File: config.mk
export PLATFORM = sky130hd
export DESIGN_NAME = rr_arb_mux
export DESIGN_NICKNAME = d
export VERILOG_FILES = /design/src/rtl/rr_arb_pkg.sv /design/src/rtl/rr_arb_core.sv /design/src/rtl/rr_arb_mux.sv
export SDC_FILE = /design/constraint.sdc
export NUM_CORES = 1
export LEC_CHECK = 0
export ABC_AREA = 1
export CAP_MARGIN = 25
export CORE_AREA = 5 5 93 95
export DETAILED_ROUTE_END_ITERATION = 16
export DIE_AREA = 0 0 98 100
export PLACE_DENSITY = 0.79
export SYNTH_ARGS = -nofsm -noshare
export SYNTH_HDL_FRONTEND = slang
export SYNTH_SLANG_ARGS = --single-unit
export TNS_END_PERCENT = 1
File: constraint.sdc
create_clock -name clk -period 3.1 [get_ports clk]
set_input_delay 0.62 -clock clk [delete_from_list [all_inputs] [get_ports clk]]
set_output_delay 0.62 -clock clk [all_outputs]
set_load 0.01 [all_outputs]
File: src/rtl/rr_arb_pkg.sv
// ---------------------------------------------------------------------------
// rr_arb_pkg
// Shared helpers for round-robin arbiters.
//   rr_pick       : rotating-priority one-hot grant over a request vector
//   onehot_to_idx : binary index of a one-hot vector
// Helpers operate on MAX_N_IN-wide vectors; callers zero-extend narrower
// request vectors and slice the result back down.
// Optional feature macro used by users of this package: RR_ARB_MUX_LOCK_EN.
// ---------------------------------------------------------------------------
package rr_arb_pkg;

  localparam int MAX_N_IN  = 16;
  localparam int MAX_SEL_W = 4;

  // Search valid starting at ptr, ascending, wrapping at n; first hit wins.
  function automatic logic [MAX_N_IN-1:0] rr_pick(input logic [MAX_N_IN-1:0] valid,
                                                  input int ptr,
                                                  input int n);
    logic [MAX_N_IN-1:0] g;
    logic                found;
    int                  idx;
    g     = '0;
    found = 1'b0;
    for (int k = 0; k < MAX_N_IN; k++) begin
      idx = ptr + k;
      if (idx >= n) idx = idx - n;
      if ((k < n) && !found && valid[idx[MAX_SEL_W-1:0]]) begin
        g[idx[MAX_SEL_W-1:0]] = 1'b1;
        found                 = 1'b1;
      end
    end
    return g;
  endfunction

  function automatic logic [MAX_SEL_W-1:0] onehot_to_idx(input logic [MAX_N_IN-1:0] oh);
    logic [MAX_SEL_W-1:0] idx;
    idx = '0;
    for (int i = 0; i < MAX_N_IN; i++) begin
      if (oh[i]) idx = idx | MAX_SEL_W'(i);
    end
    return idx;
  endfunction

endpackage

File: src/rtl/rr_arb_core.sv
// ---------------------------------------------------------------------------
// rr_arb_core
// Round-robin priority pointer plus combinational grant logic.
// Ports:
//   clk, rst    : clock, synchronous active-high reset (ptr -> 0)
//   req         : per-channel requests
//   accept      : the granted request is consumed this cycle
//   lock        : keep the winner at top priority for the next beat
//   grant       : one-hot grant (zero when no request)
//   grant_idx   : binary index of the granted channel
// Optional feature macro for the enclosing design: RR_ARB_MUX_LOCK_EN
// (drives lock; tie lock to 0 for pure round-robin).
// ---------------------------------------------------------------------------
module rr_arb_core
  import rr_arb_pkg::*;
#(
  parameter int N_IN  = 4,
  parameter int SEL_W = (N_IN > 1) ? $clog2(N_IN) : 1
) (
  input  logic             clk,
  input  logic             rst,
  input  logic [N_IN-1:0]  req,
  input  logic             accept,
  input  logic             lock,
  output logic [N_IN-1:0]  grant,
  output logic [SEL_W-1:0] grant_idx
);

  logic [SEL_W-1:0]     ptr_q, ptr_d;
  logic [MAX_N_IN-1:0]  grant_ext;
  logic [MAX_SEL_W-1:0] idx_ext;

  assign grant_ext = rr_pick(MAX_N_IN'(req), int'(ptr_q), N_IN);
  assign grant     = grant_ext[N_IN-1:0];
  assign idx_ext   = onehot_to_idx(grant_ext);
  assign grant_idx = idx_ext[SEL_W-1:0];

  // Upper bits of the package-width helpers are structurally zero.
  generate
    if (N_IN < MAX_N_IN) begin : g_grant_hi
      logic unused_grant_hi;
      assign unused_grant_hi = |grant_ext[MAX_N_IN-1:N_IN];
    end
    if (SEL_W < MAX_SEL_W) begin : g_idx_hi
      logic unused_idx_hi;
      assign unused_idx_hi = |idx_ext[MAX_SEL_W-1:SEL_W];
    end
  endgenerate

  // A locked winner keeps top priority; otherwise priority moves past it.
  always_comb begin
    ptr_d = ptr_q;
    if (accept && |req) begin
      if (lock)                                ptr_d = grant_idx;
      else if (grant_idx == SEL_W'(N_IN - 1))  ptr_d = '0;
      else                                     ptr_d = grant_idx + SEL_W'(1);
    end
  end

  always_ff @(posedge clk) begin
    if (rst) ptr_q <= '0;
    else     ptr_q <= ptr_d;
  end

endmodule

File: src/rtl/rr_arb_mux.sv
// ---------------------------------------------------------------------------
// rr_arb_mux
// N_IN-to-1 round-robin selector with a registered valid/ready output stage.
// Sustains one transfer per cycle while out_ready is held high.
// Ports:
//   clk, rst   : clock, synchronous active-high reset
//   in_data    : packed channel data, channel i at [i*WIDTH +: WIDTH]
//   in_valid   : per-channel request
//   in_lock    : (RR_ARB_MUX_LOCK_EN only) hold priority for a burst
//   in_ready   : per-channel accept, one-hot or zero
//   out_data   : registered selected data
//   out_sel    : registered index of the supplying channel
//   out_valid  : output register holds a transfer
//   out_ready  : sink accepts the transfer
// Macro RR_ARB_MUX_LOCK_EN adds in_lock; undefined gives pure round-robin.
// out_ready -> in_ready is a combinational path; out_data/out_valid are not.
// ---------------------------------------------------------------------------
module rr_arb_mux
  import rr_arb_pkg::*;
#(
  parameter int WIDTH = 32,
  parameter int N_IN  = 4,
  parameter int SEL_W = (N_IN > 1) ? $clog2(N_IN) : 1
) (
  input  logic                  clk,
  input  logic                  rst,
  input  logic [N_IN*WIDTH-1:0] in_data,
  input  logic [N_IN-1:0]       in_valid,
`ifdef RR_ARB_MUX_LOCK_EN
  input  logic [N_IN-1:0]       in_lock,
`endif
  output logic [N_IN-1:0]       in_ready,
  output logic [WIDTH-1:0]      out_data,
  output logic [SEL_W-1:0]      out_sel,
  output logic                  out_valid,
  input  logic                  out_ready
);

  logic              load_en;
  logic              accept;
  logic              any_req;
  logic              win_lock;
  logic [N_IN-1:0]   grant;
  logic [SEL_W-1:0]  grant_idx;
  logic [WIDTH-1:0]  sel_data;

  logic [WIDTH-1:0]  out_data_q, out_data_d;
  logic [SEL_W-1:0]  out_sel_q, out_sel_d;
  logic              out_valid_q, out_valid_d;

  assign load_en = !out_valid_q || out_ready;
  assign any_req = |in_valid;
  // Nothing is accepted while reset is asserted.
  assign accept  = load_en && !rst;

`ifdef RR_ARB_MUX_LOCK_EN
  assign win_lock = |(grant & in_lock);
`else
  assign win_lock = 1'b0;
`endif

  rr_arb_core #(
    .N_IN  (N_IN),
    .SEL_W (SEL_W)
  ) u_core (
    .clk       (clk),
    .rst       (rst),
    .req       (in_valid),
    .accept    (accept),
    .lock      (win_lock),
    .grant     (grant),
    .grant_idx (grant_idx)
  );

  assign in_ready = accept ? grant : '0;

  // AND-OR mux over the one-hot grant.
  always_comb begin
    sel_data = '0;
    for (int i = 0; i < N_IN; i++) begin
      if (grant[i]) sel_data = sel_data | in_data[i*WIDTH +: WIDTH];
    end
  end

  // Output register: load on accept, empty on drain, hold on stall.
  always_comb begin
    out_data_d  = out_data_q;
    out_sel_d   = out_sel_q;
    out_valid_d = out_valid_q;
    if (load_en) begin
      if (any_req) begin
        out_data_d  = sel_data;
        out_sel_d   = grant_idx;
        out_valid_d = 1'b1;
      end else begin
        out_valid_d = 1'b0;
      end
    end
  end

  always_ff @(posedge clk) begin
    if (rst) begin
      out_data_q  <= '0;
      out_sel_q   <= '0;
      out_valid_q <= 1'b0;
    end else begin
      out_data_q  <= out_data_d;
      out_sel_q   <= out_sel_d;
      out_valid_q <= out_valid_d;
    end
  end

  assign out_data  = out_data_q;
  assign out_sel   = out_sel_q;
  assign out_valid = out_valid_q;

endmodule

==> results.yml <==
run_status:
  status: "finished, final reports clean"
logic_synthesis:
  synth_edf_count: 0
  synthArstFlopShare: 0
  syn-cell-area_um2: 2760
  ys_warn_count: 0
  synth_area_leaders: "dfxtp_1, nand2_1, nor2_1"
  syn_nets: 599
  synth_cell_type_count: 27
  synthCells: 456
  synth_top_area_share: 0.268
  synth_common_cells: "nand2_1, nor2_1, nand3_1"
  ys_seq_elements: 37
  syn_avg_cell_area_um2: 6.05
  post-synth-top-count-cell: "nand2_1"
  synth_top_area_cell: "dfxtp_1"
  synthFlopType: "dfxtp_1"
  synth_seq_area_share: 0.268
floorplanning:
  die_y_um: 100
  core-area_um2: 7650
  die-area_um2: 9800
  start_util: 0.361
  rows: 32
  pin_count: 174
  die_w_um: 98
layout:
  multi_input_area_um2: 1750
  finalCoreUtilization: 0.610
  ff_latch_area_um2: 742
  syn_to_final_growth_pct: 69.0
  n_antenna_cell: 0
  drive_gt1_frac: 0.102
  final_nets: 769
  fin_cells: 729
  n_fill_cell: 717
sta:
  whs_ps: 529
  setup_viol: 0
  hold_viol: 0
  fin_skew_ps: 5.37
  min_period_ps: 3000
  tightestPinTransition_ps: 634
  period_share: 0.968
  clock.fmax_ghz: 0.333
  rsz0062_at_grt: "false"
  maxSlewViolCount: 0
  relSlewSlack: 0.573
  fin_tns_setup_ps: 0
  setup_ws_ps: 100
clock_network:
  clockBufferDepth: 2
  root_buffer: "clkbuf_8"
  clock_latency_ps: 280
  htree_levels: 2
  clock_sinks: 37
  ctsHoldBuffers: 0
  clk_pin_slew_worst_paths_ps: 70
  cts_made_buffers: 5
  cts_resized: 6
  cts_tree: "built"
  post_cts_buffers: 0
min_path:
  hold_end: "out_data[31]"
  holdPathStages: 2
  hp-class: "register to register"
  hold_path.startpoint: "out_data[31]"
routing:
  antenna_left: 0
  wl_um: 10100
  routedWlPerCell_um: 13.9
  drtIter0Drc: 140
  via_per_inst: 4.78
  drt_pass1_iterations: 5
  drc: 0
  vias: 3488
grt:
  track_usage: 0.200
  grt_max_degree: 35
  grt_pass1_wl_um: 16300
  antenna_found_initial: 0
  grt_pass1_vias: 3497
  overflow: 0
placement:
  dp.cells: 721
  pre_cts_ws_ps: -140
  io_buffers: 173
  post-dp-hpwl_um: 7810
  gp_congestion: 0.999
power_and_ir_drop:
  ir_worst_vdd_mv: 0.481
  leakagePower_nw: 2.15
  pwr_density_cell_nw_per_um2: 822
critical_path:
  worstPathArrival_ps: 2380
  reg2reg_depth: 16
  end_kind: "output pin"
  cp-start-kind: "input pin"
  cp.required_ps: 2480
  crit_type: "input pin to output pin"
  r2r_slack_ps: 630
  crit_fanout: 4
  rr_endpoint: "u_core.ptr_q[0]"
  r2r-start: "u_core.ptr_q[1]"
job:
  maxCapViolCount: 0
## state kept, by name, summed over array words and instances, names as in the netlist
signal,count
out_valid,1
out_sel,2
out_data,32
u_core.ptr_q,2
## cells in the final DEF (no fill, tap or decap), types with 2 or more instances in the layout
| master | n |
|---|---|
| nor2_4 | 2 |
| nand2_1 | 177 |
| dlygate4sd2_1 | 4 |
| buf_4 | 11 |
| inv_1 | 21 |
| clkdlybuf4s50_1 | 169 |
| ha_1 | 8 |
| nand2_2 | 11 |
| nand3_1 | 44 |
| o21ai_0 | 36 |
| dfxtp_1 | 36 |
| inv_2 | 2 |
| nand3_2 | 11 |
| clkbuf_8 | 6 |
| nor2_1 | 62 |
| nor2_2 | 14 |
## where the power goes
group / internal [mW] / total (mW) / switching (mW)
combinational: 1.10 / 2.64 / 1.54
clock: 0.262 / 0.429 / 0.167
sequential: 0.673 / 0.764 / 0.0915
## stage by stage
step                power [mW]  instance area [um^2]
floorplan                 2.54                  2760
global placement          3.34                  4550
detailed placement        3.41                  4550
CTS                       3.85                  4660
global route              4.20                  4660
finish                    3.83                  4660
## metal layers
layer  global-route usage  up-vias  wire, um
li1                     -     1770         -
met1                0.223     1525      4060
met2                0.357      171      4850
met3               0.0653       22       941
met4               0.0703        0       272
met5                    0        -         0
## how the worst max path moves through the flow
stage	start	to	slack, ps	cells past startpoint
2_1_floorplan	u_core.ptr_q[0]	in_ready[3]	690	12
3_3_place_gp	in_valid[0]	in_ready[2]	20	12
3_5_place_dp	in_valid[0]	in_ready[1]	-140	12
4_1_cts	in_valid[0]	in_ready[1]	180	12
5_1_grt	in_valid[2]	in_ready[2]	10	12
6_report	in_valid[0]	in_ready[2]	100	12
## worst max-delay path, cell delays in order
cell and delay [ps]:
clkdlybuf4s50_1 560, nand2_1 80, nand3_1 130, inv_1 70, nor2_2 180, nand3_1 140, nand2_1 80, inv_1 60
nand3_4 60, inv_1 50, nor2_1 70, dlygate4sd2_1 280
## cell families (layout without fill, tap and decap cells)
kind of cell / Yosys count / after routing / share of synthesized area
fa+ha+maj: 8 / 8 / 0.0363
simple gates: 325 / 325 / 0.521
compound gates: 40 / 40 / 0.0753
flops: 37 / 37 / 0.268
buf+inv: 46 / 217 / 0.0993
## area by class of cell
cell class | count | share of cell area
timing repair buffer | 185 | 0.392
multi-input combinational | 373 | 0.376
sequential | 37 | 0.159
tap | 102 | 0.0274
inverter | 24 | 0.0199
clock buffer | 7 | 0.0185
clock inverter | 1 | 0.00644
No activity file was read; power rests on OpenSTA's default activity.
